**config.mk**
```make
export PLATFORM = sky130hd
export DESIGN_NAME = fp8_dot_sequencer
export DESIGN_NICKNAME = d
export VERILOG_FILES = /design/src/rtl/fp8_dot_sequencer.sv
export SDC_FILE = /design/constraint.sdc
export NUM_CORES = 1
export LEC_CHECK = 0
export CORE_ASPECT_RATIO = 0.6
export CORE_MARGIN = 4
export CORE_UTILIZATION = 47
export DETAILED_ROUTE_END_ITERATION = 12
export PLACE_DENSITY = 0.8
export SLEW_MARGIN = 20
export SYNTH_ARGS = -nofsm -noshare
export SYNTH_HDL_FRONTEND = slang
export SYNTH_SLANG_ARGS = --single-unit
```
**constraint.sdc**
```tcl
create_clock -name clk -period 2.8 [get_ports clk]
set_clock_uncertainty 0.1 [all_clocks]
set_input_delay 0.56 -clock clk [delete_from_list [all_inputs] [get_ports clk]]
set_output_delay 0.56 -clock clk [all_outputs]
set_load 0.02 [all_outputs]
```
**src/rtl/fp8_dot_sequencer.sv**
```systemverilog
// Dot-product sequencer: feeds one shared FP8 E4M3 FMA one operand pair at a time
// and returns the final accumulator over a valid/ready result port.
module fp8_dot_sequencer #(
  parameter int unsigned LEN_W   = 8,
  parameter int unsigned FMA_LAT = 0
) (
  input  logic             clk,
  input  logic             rst_n,
  input  logic             start,
  input  logic [LEN_W-1:0] len,
  input  logic [7:0]       acc_init,
  output logic             busy,
  input  logic             in_valid,
  output logic             in_ready,
  input  logic [7:0]       in_a,
  input  logic [7:0]       in_b,
  output logic [7:0]       fma_a,
  output logic [7:0]       fma_b,
  output logic [7:0]       fma_c,
  output logic             fma_issue,
  input  logic [7:0]       fma_result,
  output logic             out_valid,
  input  logic             out_ready,
  output logic [7:0]       out_data,
  output logic [LEN_W-1:0] elem_cnt
);

  localparam logic [3:0] LAT_INIT = 4'(FMA_LAT);

  typedef enum logic [1:0] {S_IDLE, S_ACCEPT, S_EXEC, S_DONE} state_t;

  state_t           r_state;
  state_t           w_next;
  logic [LEN_W-1:0] r_len;
  logic [LEN_W-1:0] r_elem_cnt;
  logic [7:0]       r_acc;
  logic [7:0]       r_fma_a;
  logic [7:0]       r_fma_b;
  logic [7:0]       r_fma_c;
  logic [7:0]       r_out_data;
  logic [3:0]       r_lat;
  logic             r_issue;

  logic             w_start_acc;
  logic             w_hs;
  logic             w_cap;
  logic [LEN_W-1:0] w_cnt_inc;

  assign w_start_acc = (r_state == S_IDLE) && start;
  assign w_hs        = (r_state == S_ACCEPT) && in_valid;
  assign w_cap       = (r_state == S_EXEC) && (r_lat == 4'd0);
  // elem_cnt < len always holds inside a job, so the increment cannot overflow LEN_W
  assign w_cnt_inc   = r_elem_cnt + LEN_W'(1);

  always_ff @(posedge clk or negedge rst_n) begin
    if (!rst_n) r_state <= S_IDLE;
    else        r_state <= w_next;
  end

  always_comb begin
    w_next = r_state;
    unique case (r_state)
      S_IDLE:   if (start) w_next = (len == '0) ? S_DONE : S_ACCEPT;
      S_ACCEPT: if (in_valid) w_next = S_EXEC;
      S_EXEC:   if (r_lat == 4'd0) w_next = (w_cnt_inc == r_len) ? S_DONE : S_ACCEPT;
      S_DONE:   if (out_ready) w_next = S_IDLE;
      default:  w_next = S_IDLE;
    endcase
  end

  always_comb begin
    busy      = (r_state != S_IDLE);
    in_ready  = (r_state == S_ACCEPT);
    out_valid = (r_state == S_DONE);
    fma_issue = r_issue;
  end

  always_ff @(posedge clk or negedge rst_n) begin
    if (!rst_n) begin
      r_len      <= '0;
      r_elem_cnt <= '0;
      r_acc      <= '0;
      r_fma_a    <= '0;
      r_fma_b    <= '0;
      r_fma_c    <= '0;
      r_out_data <= '0;
      r_lat      <= '0;
      r_issue    <= 1'b0;
    end else begin
      r_issue <= w_hs;
      if (w_start_acc) begin
        r_len      <= len;
        r_acc      <= acc_init;
        r_elem_cnt <= '0;
        if (len == '0) r_out_data <= acc_init;
      end
      if (w_hs) begin
        r_fma_a <= in_a;
        r_fma_b <= in_b;
        r_fma_c <= r_acc;
        r_lat   <= LAT_INIT;
      end else if ((r_state == S_EXEC) && (r_lat != 4'd0)) begin
        r_lat <= r_lat - 4'd1;
      end
      if (w_cap) begin
        r_acc      <= fma_result;
        r_elem_cnt <= w_cnt_inc;
        if (w_cnt_inc == r_len) r_out_data <= fma_result;
      end
    end
  end

  assign fma_a    = r_fma_a;
  assign fma_b    = r_fma_b;
  assign fma_c    = r_fma_c;
  assign out_data = r_out_data;
  assign elem_cnt = r_elem_cnt;

endmodule

```
After elaboration in Yosys (flattened, before gate mapping)

Index checks and enable logic that the tools add are counted.

Register bits: 63
Input port bits: 45
Output and inout bits: 44
Word-level logic and storage cells: 49

Add/sub/neg operators: 2
Equality and inequality tests: 8
Multiplexer cells: 17
Reduce and logical (&&, ||, !) cells: 12

Operator list:

| kind                                                                     | number |
|---|---|
| 8-bit two-way mux                                                        | 8 |
| 2-bit two-way mux                                                        | 6 |
| 8-bit by 1-bit adder with 8-bit output (second input constant)           | 1 |
| 8-bit == test                                                            | 1 |
| 8-bit logical NOT                                                        | 1 |
| 4-bit two-way mux                                                        | 2 |
| 2-bit case mux with 4 select lines                                       | 1 |
| 2-bit inequality test (second input constant)                            | 3 |
| 2-bit nonzero test                                                       | 3 |
| 2-bit == test (second input constant)                                    | 2 |
| 1-bit logical AND                                                        | 4 |
| 4-bit logical NOT                                                        | 1 |
| 4-bit AND reduction                                                      | 1 |
| 4-bit nonzero test                                                       | 1 |
| 4-bit by 1-bit subtractor with 4-bit output (second input constant)      | 1 |
| 2-bit by 1-bit == test with 1-bit output (second input constant)         | 1 |
| 2-bit logical NOT                                                        | 1 |
| 2-bit by 1-bit inequality test with 1-bit output (second input constant) | 1 |

Logic depth before layout (Yosys ltp)

Depth in word-level cells: 5
Gate-level depth with buffers: 9
Mapped depth without buffers: 7

Worst setup path after synthesis

Ideal clock, no wire load.

Kind: reg2reg
Start: reg r_elem_cnt[0] (netlist: elem_cnt[0])
End: reg r_out_data[0] (netlist: out_data[0])
Library setup time: 125 ps
Arrival: 2,040 ps
Required time: 2,575 ps
Path slack: 536 ps
Stages on the path, launching flop included: 7
Buffers on the path: 0
Period minus slack after synthesis: 2,264 ps
Cells stage by stage: dfrtp_1 -> ha_1 -> nor2b_1 -> o21a_1 -> o31ai_1 -> nand4_4 -> mux2_2

Cells in the longest elaborated chain, start to end: 4

RTL lines:

| what                                   | line | text |
|---|---|---|
| start: declaration                     | 35   | `logic [LEN_W-1:0] r_elem_cnt;` |
| start signal: assignment               | 107  | `r_elem_cnt <= w_cnt_inc;` |
| 8-bit by 1-bit adder with 8-bit output | 53   | `assign w_cnt_inc = r_elem_cnt + LEN_W'(1);` |
| 8-bit == test                          | 108  | `if (w_cnt_inc == r_len) r_out_data <= fma_result;` |
| 8-bit two-way mux                      | 108  |  |
| 8-bit two-way mux                      | 105  | `if (w_cap) begin` |
| end signal: assignment                 | 95   | `if (len == '0) r_out_data <= acc_init;` |
| end signal: assignment                 | 108  |  |
| end: declaration                       | 40   | `logic [7:0] r_out_data;` |

No other way between the ends.
A chain may end at the register's enable or synchronous reset.

Final worst setup path

Start: reg r_elem_cnt[1] (netlist: elem_cnt[1])
End: reg r_out_data[7] (netlist: out_data[7])

Same word-level chain as after synthesis.

==> results.toml <==
[critical_path]
end_kind = "flip-flop"
path_class = "flip-flop to flip-flop"
r2r_end = "out_data[7]"
cp.required_ns = 2.92
r2r_start = "elem_cnt[1]"
rrSetupSlack_ns = 0.33
crit_arrival_ns = 2.58
cp-start-kind = "flip-flop"
r2r_cells = 6
crit_fanout = 8

[floorplan]
die_area_um2 = 7601
die_y_um = 69.15
start_util_pct = 50.44
die-width_um = 109.9
io_pins = 89
fp.coreArea_um2 = 5807
placementRows = 21

[logic_synthesis]
yosys_warnings = 0
ys_ff_latch = 63
async_reset_ff_share_pct = 100.0
synthesis.nets = 335
synth-edff-count = 0
synth_top_area_share_pct = 53.82
synth_cell_type_count = 40
postSynthCellCount = 288
yosysTopAreaCell = "dfrtp_1"
avgSynthCellArea_um2 = 10.17
ys.flop_type = "dfrtp_1"
synth_area_um2 = 2929
yosysSeqAreaShare_pct = 53.82
synth_area_leaders = "dfrtp_1 (54%), nand2_1 (11%), mux2_2 (9.2%), a222oi_1 (2.7%), o21ai_0 (2.4%)"

[global_routing]
grt_usage_pct = 20.98
grt_pass1_wl_mm = 12.33
grt_pass1_vias = 2442
grt_overflow_total = 0
antenna_found_initial = 0
grt_max_degree = 40

[timing]
finalMaxSlewViolations = 0
fmax_mhz = 405.4
slew_headroom_pct = 57.86
setup_tns_ns = 0
fin_ws_ns = 0.3331
hold_violations = 0
setup_viol = 0
period_share_pct = 88.10
rsz0062_at_grt = "no"
min_period_ns = 2.467
worst_pin_slew_ns = 0.6320

[final_layout]
seq_area_um2 = 1577
nNetsFinal = 427
multiInputGateArea_um2 = 1235
antennaDiodeCount = 0
area_delta_synth_final_pct = 39.77
final_util_pct = 70.50
drive_gt1_share_pct = 13.77
fillers = 462
instances_no_fill = 465

[drt]
routedWlPerCell_um = 16.03
ant_nets = 0
drt_wl_total_mm = 7.455
vias = 2431
drtIter0Drc = 170
first_pass_iters = 5
drc_errors = 0
routed_via_density = 5.228

[power]
ir_drop_mv = 0.5682
powerDensity_nw_per_um2 = 977.9
cellInternalPower_mw = 2.485
p_comb_share_pct = 43.2
p_leak_nw = 1.851
seq_power_share_pct = 37.5
clkPwrFrac_pct = 19.3
switching_share_pct = 37.93
p_switching_mw = 1.518

[min_path]
hp-class = "input port to async pin"

[run]
maxCapViolCount = 0

[cts]
cts_hold_buf = 0
post_cts_buffers = 0
clk_latency_ns = 0.34
root_buffer = "clkbuf_8"
htree_levels = 3
cts_tree = "yes"
cts.path.max_buffers = 2
clkTransAtPathRegs_ns = 0.07
cts_num_sinks = 63
cts_buffers = 9
postCtsResizedCells = 0

[placement]
pre_cts_ws_ns = 0.1617
io_buffer_count = 88
hpwl_mm = 5.604
dp_cells = 449
gp_congestion = 0.8324

[status]
outcome = "finished clean"
## power groups by stage
| stage | registers [mW] | clock network [mW] | logic, mW |
|---|---|---|---|
| 2_1_floorplan | 1.70 | 0 | 0.775 |
| 3_3_place_gp | 1.49 | 0 | 1.69 |
| 3_5_place_dp | 1.51 | 0 | 1.74 |
| 4_1_cts | 1.50 | 0.795 | 1.74 |
| 5_1_grt | 1.54 | 0.832 | 1.90 |
| 6_report | 1.50 | 0.775 | 1.73 |
## metal layers
metal  part of all wire, %  vias up  GRT usage, %  wire [um]
li1                      -     1175             -          -
met3                   9.9       11         7.276        735
met2                    42      111         29.23       3124
met1                    47     1134         30.88       3486
met5                     0        -             0          0
met4                   1.4        0         5.671        107
## worst max-delay path by stage
stage | startpoint | endpoint
after CTS | elem_cnt[1] | out_data[7]
after global routing | elem_cnt[1] | out_data[3]
after floorplan | elem_cnt[0] | out_data[0]
final | elem_cnt[1] | out_data[7]
after detailed placement | len[1] | out_data[0]
after global placement | len[1] | out_data[6]
## critical path, stage by stage, from the launching register on
cell and delay (ns):
dfrtp_1 0.44, ha_1 0.28, nor2b_1 0.18, o21a_1 0.19
o31ai_1 0.50, nand4_4 0.31, mux2_2 0.35
## state kept, by name, summed over array words and instances, names as in the netlist
name and flops:
out_data 8, fma_b 8, fma_c 8, r_lat 4, r_len 8, fma_a 8, fma_issue 1, r_acc 8
elem_cnt 8, r_state 2
## synth_stat cells (2+ instances only)
cell and n:
nor4_1 3, and3_1 2, o31ai_1 3, a31oi_1 4, clkbuf_1 9, mux2_2 24, o21ai_0 14, dfrtp_1 63
nor2b_1 7, a211oi_1 2, nand2b_1 2, and2_1 4, inv_1 13, nand4_1 2, ha_1 2, xnor2_1 7
a222oi_1 8, nor2_1 8, xor2_1 3, nand3_1 7, nand2_1 82
## final cells by class
type | count | area share, %
inverters | 14 | 1.284
clock buffers | 9 | 3.026
well taps | 80 | 2.445
flip-flops and latches | 63 | 38.51
multi-input cells | 198 | 30.16
clock inverters | 7 | 1.773
repair buffers | 94 | 22.80
## through the flow
step	hold WS [ns]	power (mW)	cell area (um2)
after floorplan	0.1644	2.470	2929
after CTS	0.1265	4.035	4094
after global placement	0.3523	3.184	3897
final	0.1181	4.003	4094
after detailed placement	0.3598	3.248	3897
after global routing	0.1603	4.275	4094
## layout by cell type, fill, tap and decap left out, types with 3 or more instances in the layout
cell | synthesis | routed
clkdlybuf4s50_1 | 0 | 87
mux2_2 | 24 | 24
a222oi_1 | 8 | 8
and2_1 | 4 | 4
xor2_1 | 3 | 3
nor2b_1 | 7 | 7
xnor2_1 | 7 | 7
o31ai_1 | 3 | 3
o21ai_0 | 14 | 14
nand2_1 | 82 | 82
buf_4 | 1 | 5
dfrtp_1 | 63 | 63
nor4_1 | 3 | 3
inv_1 | 13 | 13
nor2_1 | 8 | 8
nand3_1 | 7 | 7
a31oi_1 | 4 | 4
clkbuf_8 | 1 | 9
## cells by family (layout without fill, tap and decap cells)
logic type | Yosys count | in the layout | share of synthesized area [%]
adder cells (fa/ha/maj) | 2 | 2 | 0.8542
multiplexers | 25 | 25 | 9.569
flip-flops | 63 | 63 | 53.82
AND/OR/NAND/NOR | 126 | 126 | 20.20
AO/OA/AOI/OAI | 35 | 35 | 8.543
buffers and inverters | 27 | 124 | 4.015
XOR/XNOR | 10 | 10 | 2.990
Note: power is estimated with default switching activity, not from simulation.
